===== config.mk =====
export PLATFORM = sky130hd
export DESIGN_NAME = booth_mul_sequencer
export DESIGN_NICKNAME = d
export VERILOG_FILES = /design/src/rtl/mul_pkg.sv /design/src/rtl/booth_pair_recode.sv /design/src/rtl/booth_mul_sequencer.sv
export SDC_FILE = /design/constraint.sdc
export NUM_CORES = 1
export LEC_CHECK = 0
export ABC_AREA = 1
export ABC_CLOCK_PERIOD_IN_PS = 21000
export CORE_MARGIN = 1
export CORE_UTILIZATION = 40
export DETAILED_ROUTE_END_ITERATION = 16
export GPL_ROUTABILITY_DRIVEN = 0
export MAX_ROUTING_LAYER = met4
export PLACE_DENSITY = 0.6
export SETUP_SLACK_MARGIN = 0.05
export SYNTH_ARGS = -nofsm -noshare
export SYNTH_HDL_FRONTEND = slang
export SYNTH_SLANG_ARGS = --single-unit
export TNS_END_PERCENT = 50

===== constraint.sdc =====
create_clock -name clock -period 21 [get_ports clock]
set_input_delay 5.25 -clock clock [delete_from_list [all_inputs] [get_ports clock]]
set_output_delay 5.25 -clock clock [all_outputs]
set_load 0.005 [all_outputs]

===== src/rtl/mul_pkg.sv =====
// rtl/mul_pkg.sv - shared constants and types for the Booth multiplier sequencer
//
// Purpose: state encoding, recoded Booth digit encoding and iteration
//          count shared by booth_mul_sequencer and booth_pair_recode.
// Ports:   none (package).

package mul_pkg;

  // Sequencer states, kept as plain constants for legacy compatibility.
  localparam logic [1:0] STATE_IDLE = 2'd0;
  localparam logic [1:0] STATE_ITER = 2'd1;
  localparam logic [1:0] STATE_DONE = 2'd2;

  // Recoded digit is a 3-bit two's complement value in {-2..+2}.
  // Bit 2 is the sign, so negative digits can be detected with one bit.
  typedef enum logic [2:0] {
    DIGIT_ZERO = 3'b000,
    DIGIT_POS1 = 3'b001,
    DIGIT_POS2 = 3'b010,
    DIGIT_NEG2 = 3'b110,
    DIGIT_NEG1 = 3'b111
  } digitCode_t;

  // Default operand width and number of bit-pair iterations.
  localparam int MUL_WIDTH = 32;
  localparam int MUL_ITERS = MUL_WIDTH / 2;

  // True when the digit selects the doubled multiplicand.
  function automatic logic digitIsDouble(input digitCode_t digit);
    return (digit == DIGIT_POS2) || (digit == DIGIT_NEG2);
  endfunction

  // True when the digit subtracts from the accumulator.
  function automatic logic digitIsNegative(input digitCode_t digit);
    return digit[2];
  endfunction

endpackage


===== src/rtl/booth_pair_recode.sv =====
// rtl/booth_pair_recode.sv - radix-4 Booth recoder for one multiplier bit-pair window
//
// Purpose: maps the 3-bit window {y[2i+1], y[2i], y[2i-1]} onto a Booth
//          digit in {-2,-1,0,+1,+2}. Purely combinational.
// Ports:
//   window  in  3  multiplier window, bit 0 is the previously retired bit
//   digit   out 3  recoded digit (digitCode_t)

module booth_pair_recode
  import mul_pkg::*;
(
  input  logic [2:0]  window,
  output digitCode_t  digit
);

  always_comb begin
    digit = DIGIT_ZERO;
    case (window)
      3'b000:  digit = DIGIT_ZERO;
      3'b001:  digit = DIGIT_POS1;
      3'b010:  digit = DIGIT_POS1;
      3'b011:  digit = DIGIT_POS2;
      3'b100:  digit = DIGIT_NEG2;
      3'b101:  digit = DIGIT_NEG1;
      3'b110:  digit = DIGIT_NEG1;
      3'b111:  digit = DIGIT_ZERO;
      default: digit = DIGIT_ZERO;
    endcase
  end

endmodule


===== src/rtl/booth_mul_sequencer.sv =====
// rtl/booth_mul_sequencer.sv - iterative radix-4 Booth signed multiplier sequencer
//
// Purpose: signed WIDTH x WIDTH multiply, one Booth bit-pair per clock,
//          WIDTH/2 iterations. Operands latch on start in IDLE; the
//          2*WIDTH product is loaded on the last iteration edge and a
//          registered one-cycle done pulse follows.
// Ports:
//   clock           in  1      rising-edge clock
//   clear           in  1      asynchronous active-high reset
//   start           in  1      multiply request, honoured only in IDLE
//   inX             in  WIDTH  multiplicand (two's complement)
//   inY             in  WIDTH  multiplier (two's complement)
//   busy            out 1      high from acceptance through the done cycle
//   done            out 1      one-cycle completion pulse
//   outProductHigh  out WIDTH  upper half of the signed product
//   outProductLow   out WIDTH  lower half of the signed product

module booth_mul_sequencer
  import mul_pkg::*;
#(
  parameter int WIDTH = MUL_WIDTH
) (
  input  logic             clock,
  input  logic             clear,
  input  logic             start,
  input  logic [WIDTH-1:0] inX,
  input  logic [WIDTH-1:0] inY,
  output logic             busy,
  output logic             done,
  output logic [WIDTH-1:0] outProductHigh,
  output logic [WIDTH-1:0] outProductLow
);

  localparam int ITERS = WIDTH / 2;
  localparam int PW    = 2 * WIDTH;
  localparam int CW    = (ITERS > 1) ? $clog2(ITERS) : 1;
  localparam logic [CW-1:0] LAST_COUNT = CW'(ITERS - 1);

  logic [1:0]     state;
  logic [PW-1:0]  mcand;
  logic [PW-1:0]  acc;
  logic [WIDTH:0] mplr;
  logic [CW-1:0]  count;

  digitCode_t     digit;
  logic           negDigit;
  logic [PW-1:0]  addend;
  logic [PW-1:0]  accNext;

  booth_pair_recode recoder (
    .window (mplr[2:0]),
    .digit  (digit)
  );

  // Subtraction is done as add of the inverted magnitude with carry-in,
  // so the datapath needs a single 2*WIDTH adder.
  always_comb begin
    negDigit = digitIsNegative(digit);
    addend   = '0;
    if (digit != DIGIT_ZERO) begin
      addend = digitIsDouble(digit) ? {mcand[PW-2:0], 1'b0} : mcand;
    end
    accNext = acc + (addend ^ {PW{negDigit}}) + {{(PW-1){1'b0}}, negDigit};
  end

  always_ff @(posedge clock or posedge clear) begin
    if (clear) begin
      state          <= STATE_IDLE;
      busy           <= 1'b0;
      done           <= 1'b0;
      outProductHigh <= '0;
      outProductLow  <= '0;
      acc            <= '0;
      mcand          <= '0;
      mplr           <= '0;
      count          <= '0;
    end else begin
      case (state)
        STATE_IDLE: begin
          done <= 1'b0;
          if (start) begin
            mcand <= {{WIDTH{inX[WIDTH-1]}}, inX};
            mplr  <= {inY, 1'b0};
            acc   <= '0;
            count <= '0;
            busy  <= 1'b1;
            state <= STATE_ITER;
          end
        end

        STATE_ITER: begin
          acc   <= accNext;
          mcand <= {mcand[PW-3:0], 2'b00};
          // Arithmetic shift keeps the sign for the top window.
          mplr  <= {{2{mplr[WIDTH]}}, mplr[WIDTH:2]};
          count <= count + CW'(1);
          if (count == LAST_COUNT) begin
            outProductHigh <= accNext[PW-1:WIDTH];
            outProductLow  <= accNext[WIDTH-1:0];
            done           <= 1'b1;
            state          <= STATE_DONE;
          end
        end

        STATE_DONE: begin
          done  <= 1'b0;
          busy  <= 1'b0;
          state <= STATE_IDLE;
        end

        default: begin
          done  <= 1'b0;
          busy  <= 1'b0;
          state <= STATE_IDLE;
        end
      endcase
    end
  end

endmodule


; ---- After elaboration in Yosys (flattened, before gate mapping)
; Memories as Yosys holds them, arrays and structs flattened.
; Cells that the tools add are included.
[word_totals]
mem_bits_ro = 24
ff_bits = 233
ramBits = 0
inputBits = 67
out_inout_bits = 66
memories = 1
latch_bits = 0
[op_classes]
div = 0
n_eq_ne = 6
addsub = 3
muxes = 17
magnitude_cmp = 0
reduce_logical = 9
bitwise_logic = 2
n_shift = 0
n_mul = 0
[mem_list]
columns = memory, depth, width, rd, rd_clocked_by_memory_dff, wr, line
row1 = (no name shown), 8, 3, 1, 0, 0, booth_pair_recode.sv:18  ; case (window)
[ops]
columns = cell, n
row1 = 64-bit 2-to-1 mux, 4
row2 = 64-bit case mux with 2 select lines, 2
row3 = 33-bit case mux with 2 select lines, 1
row4 = 64-bit by 1-bit adder with 64-bit output, 1
row5 = 64-bit adder, 1
row6 = 64-bit bitwise XOR, 1
row7 = 33-bit 2-to-1 mux, 1
row8 = 4-bit case mux with 2 select lines, 1
row9 = 2-bit AND reduction, 4
row10 = 4-bit by 1-bit adder with 4-bit output (second input constant), 1
row11 = 4-bit equality test (second input constant), 1
row12 = 2-bit 2-to-1 mux, 2
row13 = 4-bit 2-to-1 mux, 1
row14 = 2-bit != test (second input constant), 2
row15 = 2-bit case mux with 2 select lines, 1
row16 = 3-bit by 2-bit equality test with 1-bit output (second input constant), 1
row17 = 3-bit equality test (second input constant), 1
row18 = 1-bit 2-to-1 mux, 3
row19 = 3-bit AND reduction, 1
row20 = 3-bit nonzero test, 1
row21 = 2-bit by 1-bit equality test with 1-bit output (second input constant), 1
row22 = 2-bit logical NOT, 1
row23 = 1-bit case mux with 2 select lines, 1
row24 = 2-bit nonzero test, 1
row25 = 2 further kinds, 2

; ---- Longest topological paths before layout
; Gate-level depths: netlist of run 1.
; An unclocked memory read counts as a cell.
[depth]
depth_word = 9
depth_mapped = 24
ltp_nobuf = 24

; ---- Modules after synthesis
; A second synthesis of run 1 with hierarchy kept.
[unflattened]
cells_unflattened = 2081
hier_area_um2 = 15159.5
[by_module_without_submodules]
columns = mod, seq_area_each_um2, cells_each, area_per_inst_um2, n_inst
row1 = booth_mul_sequencer, 5830.6, 2073, 15112.0, 1
row2 = booth_pair_recode, 0.0, 8, 47.5, 1

; ---- Worst setup path after synthesis of run 1
; Ideal clock, no wire load.
[synth_path]
kind = input -> register
startpoint = input port start
endpoint = register count[2]
arrival_ps = 6077
setup_time_ps = 95
n_path_buf = 2
slack_ps = 14827
required_ps = 20905
cell_stages = 7
path_cell_list = nand3_1 inv_1 nor2_2 buf_2 buf_2 nand2_1 o31ai_1
[synth_between]
elab_chain_cells = 2
[synth_rtl]
columns = item, line
row1 = "start, declared", booth_mul_sequencer.sv:25  ; input logic start,
row2 = 2-bit != test (no source line), --
row3 = 2-bit AND reduction (no source line), --
row4 = "end signal, assigned", booth_mul_sequencer.sv:96  ; count <= count + CW'(1);
row5 = "end, declared", booth_mul_sequencer.sv:43  ; logic [CW-1:0] count;
; Every way passes these cells.
; A chain may end at the register's enable or synchronous reset.

; ---- Final worst setup path of run 1
[layout_path]
startpoint = input port start
endpoint = register mcand[38]
[layout_between]
elab_chain_cells = 2
[layout_rtl]
columns = item, line
row1 = 2-bit != test (no source line), --
row2 = 2-bit AND reduction (no source line), --
row3 = "end signal, assigned", booth_mul_sequencer.sv:82  ; mcand <= {{WIDTH{inX[WIDTH-1]}}, inX};
row4 = "end signal, assigned", booth_mul_sequencer.sv:93  ; mcand <= {mcand[PW-3:0], 2'b00};
row5 = "end, declared", booth_mul_sequencer.sv:40  ; logic [PW-1:0] mcand;
; Every way passes these cells.

==> results.yml, run 1 <==
global_route:
  use_met2_pct: 38.73
  grt_overflow: 0
  grt_usage_pct: 25.37
  grt_pass1_wl_um: 75600
  grt_max_degree: 109
  antenna_found_initial: 1
  use_met1_pct: 34.24
  grt_pass1_vias: 13910
  grt-busiest-layer: "met2"
  grt.met3_usage_pct: 3.637
detailed_routing:
  routedWlPerCell_um: 17.60
  vias: 14340
  final_antenna_net_count: 0
  dr.pass1.iters: 5
  routed_wl_um: 47490
  viasPerCell: 5.313
  drc: 0
  first_iter_violations: 1259
clock_tree:
  post_cts_buffers: 0
  cts_tree: "built"
  cts-root-buf: "clkbuf_16"
  clock_latency_ns: 0.57
  cts_buffer_depth: 3
  clock_sinks: 233
  clk_pin_slew_worst_paths_ns: 0.06
  ctsResizeCount: 0
  htreeDepth: 1
  postCtsHoldBufs: 0
  cts-buffers-inserted: 28
critical_path:
  crit_fanout: 70
  cp.arrival_ns: 7.66
  crit_required_ns: 21.37
  crit_type: "input port to flip-flop"
  start_kind: "input port"
  end_kind: "flip-flop"
timing:
  tns_ns: 0
  fin_crit_sh_pct: 34.71
  max_clock_freq_mhz: 137.2
  finClkSkew_ns: 0.01160
  fin_crit_ns: 7.290
  rsz0062_at_grt: "false"
  holdWs_ns: 0.4755
  slew_headroom_pct: 22.32
  report.final.slew_viol_count: 0
  hold_viol_final: 0
  setup_viol: 0
  worst_slew_pin_slew_ns: 1.164
synthesis:
  yosys-top-cells-count: "nand2_1, dfrtp_1, inv_1, nor2_1, nand3_1"
  synth_area_per_cell_um2: 7.383
  synth_nets: 2211
  synth.largest_area_cell: "dfrtp_1"
  ys_warn_count: 0
  synth_edf_count: 0
  synth_seq_cells: 233
  synth_top_area_share_pct: 38.12
  synthCells: 2072
  synth_area_leaders: "dfrtp_1, nand2_1, ha_1"
  synthFlopType: "dfrtp_1"
  async_flop_share_pct: 100.0
  synth_most_common_cell: "nand2_1"
  seq_area_frac_synth_pct: 38.12
  syn-cell-area_um2: 15300
  yosysUniqueCellTypes: 50
place:
  dp_cells: 2647
  portBuffers: 132
  dp_hpwl_um: 35350
floorplanning:
  rows: 71
  die_area_um2: 39030
  coreArea_um2: 37670
  die_h_um: 197.6
  boundaryPins: 133
  start_util_pct: 40.61
  die_w_um: 197.6
layout:
  areaGrowthSynthToFinish_pct: 17.36
  layout-drive-gt1-share_pct: 6.904
  fin_cells: 2699
  nNetsFinal: 2305
min_path:
  worst_hold_path_type: "flip-flop to flip-flop"
run_status:
  outcome: "finished, final reports clean"
flow_run:
  max_cap_violations: 0
through the flow:
step / utilization [%] / worst slack (ns) / instance area, µm²
after CTS: 47.66 / 13.73 / 17950
after floorplan: - / 9.360 / 15300
final: 47.66 / 13.71 / 17950
after global placement: 45.13 / 13.19 / 17000
after detailed placement: 45.13 / 13.13 / 17000
after global routing: 47.66 / 13.48 / 17950
sequential cells by signal, summed over array words and instances, names as in the netlist:
name	flops
state	2
mcand	64
busy	1
done	1
outProductHigh	32
outProductLow	32
count	4
mplr	33
acc	64
cell families (layout without fill, tap and decap cells):
| logic type | after synthesis | after routing | share of synthesized area [%] |
|---|---|---|---|
| XOR/XNOR | 88 | 88 | 5.038 |
| AND/OR/NAND/NOR | 1012 | 1012 | 28.19 |
| buffers and inverters | 318 | 433 | 8.204 |
| other | 0 | 1 | 0 |
| AO/OA/AOI/OAI | 349 | 349 | 14.51 |
| flip-flops | 233 | 233 | 38.12 |
| adder cells (fa/ha/maj) | 72 | 72 | 5.938 |
layer usage:
layer	vias up	share of wire, %
met3	108	7.2
met4	0	3.5
met5	-	0
met1	6753	45
li1	7003	-
met2	476	44
placed cells by master (no fill, tap or decap), types with 28 or more instances in the layout:
cell / count
a21oi_1: 73
clkbuf_16: 28
clkdlybuf4s50_1: 132
dfrtp_1: 233
ha_1: 71
inv_1: 210
inv_2: 29
nand2_1: 634
nand3_1: 128
nor2_1: 133
o21ai_0: 82
o221ai_1: 60
o22ai_1: 64
xor2_1: 80
worst paths after layout:
kind | startpoint | end | slack [ns] | cells past startpoint
setup / recovery | start | mcand[38] | 13.71 | 7
hold / removal | outProductLow[26] | outProductLow[26] | 0.48 | 2
setup reg to reg | mplr[0] | outProductHigh[25] | 15.45 | 15
hold reg to reg | outProductLow[26] | outProductLow[26] | 0.48 | 2
max in group asynchronous | clear | acc[37] | 14.34 | 3
min in group asynchronous | clear | mplr[19] | 5.19 | 2
critical path, stage by stage:
cell and delay, ns:
clkdlybuf4s50_1 0.46, nand3_1 0.16, inv_2 0.08, buf_4 0.53, nor2_4 0.05, inv_2 0.85, o221ai_1 0.23
cell type report:
class	instances	area (µm²)
Antenna cell	1	2.502
Clock buffer	40	805.8
Clock inverter	11	147.6
Fill cell	3857	19710
Inverter	241	912.1
Multi-Input combinational cell	1521	8227
Sequential cell	233	5831
Tap cell	511	639.4
Timing Repair Buffer	141	1389
Power of run 1 is left out: the tool's default activity adds up to more than one toggle a clock period on the data nets, which glitch-free logic cannot reach.
==> run 2: changes to the inputs <==
- ABC_CLOCK_PERIOD_IN_PS: 21000 -> 6800
- clock period: 21 -> 6.8 ns (I/O delays scaled with it)
==> results.yml, run 2 (synthesis gave the netlist of run 1 again) <==
clock_tree:
  cts_tree: "built"
  postCtsHoldBufs: 0
  clock_latency_ns: 0.57
  ctsResizeCount: 0
  htreeDepth: 1
  clock_sinks: 233
  post_cts_buffers: 0
  cts-root-buf: "clkbuf_16"
  cts_buffer_depth: 3
  cts-buffers-inserted: 27
  clk_pin_slew_worst_paths_ns: 0.06
timing:
  rsz0062_at_grt: "false"
  finClkSkew_ns: 0.01148
  max_clock_freq_mhz: 225.7
  holdWs_ns: 0.4750
  slew_headroom_pct: 20.34
  report.final.slew_viol_count: 0
  tns_ns: 0
  fin_crit_ns: 4.431
  hold_viol_final: 0
  fin_crit_sh_pct: 65.16
  setup_viol: 0
  worst_slew_pin_slew_ns: 1.193
  setup_ws_ns: 2.369
global_route:
  use_met2_pct: 38.99
  grt_max_degree: 161
  grt-busiest-layer: "met2"
  grt_usage_pct: 25.70
  grt.met3_usage_pct: 3.927
  grt_overflow: 0
  grt_pass1_vias: 13850
  antenna_found_initial: 3
  grt_pass1_wl_um: 76170
  use_met1_pct: 34.47
layout:
  layout-drive-gt1-share_pct: 7.087
  most-common-layout-cells: "nand2_1, dfrtp_1, inv_1, nor2_1, clkdlybuf4s50_1"
  nNetsFinal: 2306
  layout_commonest_cell: "nand2_1"
  fin_util_pct: 47.76
  n_fill_cell: 3851
  areaGrowthSynthToFinish_pct: 17.61
  top_regs: "acc x64, mcand x64, mplr x33"
place:
  portBuffers: 132
  dp_hpwl_um: 35890
  place_ws_ns: 2.441
min_path:
  hold_start: "outProductLow[29]"
  worst_hold_path_type: "flip-flop to flip-flop"
floorplanning:
  die_w_um: 197.6
  die_h_um: 197.6
  coreArea_um2: 37670
  die_area_um2: 39030
  boundaryPins: 133
  rows: 71
  start_util_pct: 40.61
flow_run:
  max_cap_violations: 0
critical_path:
  startpoint: "mplr[0]"
  end_kind: "flip-flop"
  crit_fanout: 42
  cp.arrival_ns: 4.88
  start_kind: "flip-flop"
  crit_required_ns: 7.25
  crit_type: "flip-flop to flip-flop"
  r2r_start: "mplr[0]"
detailed_routing:
  routed_wl_um: 48210
  routedWlPerCell_um: 17.85
  vias: 14310
  drc: 0
  final_antenna_net_count: 0
  first_iter_violations: 1168
  viasPerCell: 5.297
  dr.pass1.iters: 6
run_status:
  outcome: "finished, final reports clean"
run 2: cell count changes in the layout (fill, tap and decap cells not counted), sizes merged:
cell / change
bufinv: +1
diode: +2
clkinv: -4
clkinvlp: +7
buf: +2
inv: +1
clkbuf: -7
run 2: area by class of cell:
class                   count  area (µm²)  share of cell area, %
multi-input cells        1521        8227                  45.73
flip-flops and latches    233        5831                  32.41
repair buffers            143        1416                  7.873
inverters                 241       908.4                  5.049
clock buffers              33       738.2                  4.103
well taps                 511       639.4                  3.554
clock inverters            16       224.0                  1.245
diodes                      3       7.507                0.04173
run 2: metrics by stage:
stage	cells	instance area, µm²
6_report	2701	17990
5_1_grt	2701	17990
4_1_cts	2698	17980
3_5_place_dp	2649	17020
3_3_place_gp	2649	17020
2_1_floorplan	2072	15300
run 2: worst max-delay path, stage by stage (launching register included):
cell	delay, ns
dfrtp_1	0.40
ha_1	0.37
inv_2	0.06
nand2_2	0.30
buf_4	0.48
o22ai_1	0.20
xor2_1	0.20
ha_1	0.38
nand2_1	0.09
inv_1	0.05
a21oi_1	0.22
a21boi_0	0.57
nand3_2	0.39
nand2_1	0.29
nand3b_1	0.13
nand3_1	0.12
nand2_1	0.06
run 2: layer usage:
metal	wire length, µm	share of wire [%]
met5	0	0
met4	1843	3.8
met3	3405	7.1
met2	21390	44
met1	21570	45
run 2: path summary, 6_finish.rpt:
path,to,slack [ns],cells after the start
worst max-delay path,acc[57],2.37,16
worst min-delay path,outProductLow[29],0.48,2
worst max register to register,acc[57],2.37,16
worst min register to register,outProductLow[29],0.48,2
max in group asynchronous,outProductHigh[13],4.26,3
min in group asynchronous,acc[13],1.66,3
Power of run 2 is left out for the same reason.
==> run 3: changes to the inputs <==
- ABC_CLOCK_PERIOD_IN_PS: 6800 -> 4000
- PLACE_DENSITY: 0.6 -> 0.62
- clock period: 6.8 -> 4 ns (I/O delays scaled with it)
==> results.yml, run 3 (synthesis gave the netlist of run 1 again) <==
place:
  dp_hpwl_um: 37640
  portBuffers: 132
detailed_routing:
  viasPerCell: 5.374
  drc: 0
  vias: 14620
  routedWlPerCell_um: 18.13
  final_antenna_net_count: 0
  first_iter_violations: 1367
  dr.pass1.iters: 8
  routed_wl_um: 49320
critical_path:
  max_stage_delay_ns: 0.40
  crit_fanout: 63
  critPathBufInv: 2
  cp.arrival_ns: 4.21
  worstPathCellList: "ha_1, nor2_4, inv_2, nand2_1, nand2_2, buf_12, o22ai_1, xor2_1, ha_1, a21oi_1, o21ai_1, o21bai_1, a21oi_1, nand2_2, nand2_1, nand3_1, nand3_1, nand2_1"
  crit_type: "flip-flop to flip-flop"
  crit_top_cell: "nand2_1"
  path_delay_family: "compound AO/OA/AOI/OAI gates"
  crit_required_ns: 4.45
  cpMaxStageDelayCell: "dfrtp_1"
  start_kind: "flip-flop"
  end_kind: "flip-flop"
layout:
  layout-drive-gt1-share_pct: 8.235
  fin_util_pct: 48.39
  top_regs: "acc x64, mcand x64, mplr x33"
  n_fill_cell: 3753
  areaGrowthSynthToFinish_pct: 19.16
  ff_latch_area_um2: 5831
  layout_commonest_cell: "nand2_1"
  most-common-layout-cells: "nand2_1, dfrtp_1, inv_1, nor2_1, clkdlybuf4s50_1"
  multi_input_area_um2: 8247
  diodes: 0
  nNetsFinal: 2330
clock_tree:
  clk_pin_slew_worst_paths_ns: 0.06
  cts_buffer_depth: 3
  cts-root-buf: "clkbuf_16"
  cts_tree: "built"
  clock_sinks: 233
  htreeDepth: 1
  postCtsHoldBufs: 0
  clock_latency_ns: 0.56
  cts-buffers-inserted: 27
global_route:
  grt_usage_pct: 26.66
  grt_max_degree: 85
  grt_overflow: 0
  antenna_found_initial: 0
  grt_pass1_vias: 14290
  grt_pass1_wl_um: 79160
timing:
  fin_crit_ns: 3.764
  finClkSkew_ns: 0.01604
  slew_headroom_pct: 28.49
  report.final.slew_viol_count: 0
  hold_viol_final: 0
  setup_viol: 0
  rsz0062_at_grt: "true"
  fin_crit_sh_pct: 94.10
  max_clock_freq_mhz: 265.7
  worst_slew_pin_slew_ns: 1.070
min_path:
  worst_hold_path_type: "flip-flop to flip-flop"
floorplanning:
  die_w_um: 197.6
  start_util_pct: 40.61
  coreArea_um2: 37670
  die_h_um: 197.6
  boundaryPins: 133
  rows: 71
  die_area_um2: 39030
flow_run:
  max_cap_violations: 0
run_status:
  outcome: "finished, final reports clean"
==> run 3: through the flow <==
stage / TNS (ns) / instances / hold WS (ns) / worst slack (ns) / instance area [µm²]
floorplan: -11.63 / 2072 / 0.4492 / -0.04992 / 15300
global placement: 0 / 2673 / 0.4642 / 0.09770 / 17280
detailed placement: 0 / 2673 / 0.4646 / 0.06218 / 17280
CTS: 0 / 2721 / 0.4810 / 0.2128 / 18210
global route: 0 / 2721 / 0.4903 / 0.02004 / 18230
finish: 0 / 2721 / 0.4744 / 0.2360 / 18230
==> run 3: routing by layer <==
| layer | track usage (%) | routed length, µm |
|---|---|---|
| met1 | 36.57 | 22150 |
| met2 | 40.28 | 21940 |
| met3 | 3.688 | 3560 |
| met4 | 9.073 | 1672 |
| met5 | - | 0 |
==> run 3: layout make-up <==
type	count	share of cell area, %
multi-input combinational	1521	45.24
sequential	233	31.99
timing repair buffer	167	9.171
inverter	241	4.984
clock buffer	36	4.167
tap	511	3.508
clock inverter	12	0.9404
==> run 3: final timing paths <==
kind | startpoint | end | slack [ns] | depth (start not counted)
max reg2reg | mplr[0] | acc[60] | 0.24 | 18
max in group asynchronous | clear | acc[47] | 2.32 | 3
min in group asynchronous | clear | outProductLow[20] | 0.86 | 2
min | outProductLow[25] | outProductLow[25] | 0.47 | 2
max | mplr[0] | acc[60] | 0.24 | 18
min reg2reg | outProductLow[25] | outProductLow[25] | 0.47 | 2
==> run 3: repair_timing <==
item                                    4_1_cts  5_1_grt
buffers inserted                              0        0
endpoints found under the setup margin        2       20
endpoints found under the hold margin         0        0
resized for setup                             1        8
==> run 3: worst min-delay path, cell delays in order, from the launching register on <==
cell and delay (ns):
dfrtp_1 0.34, nand2_1 0.05, nand2_1 0.05
Power of run 3 is left out for the same reason.
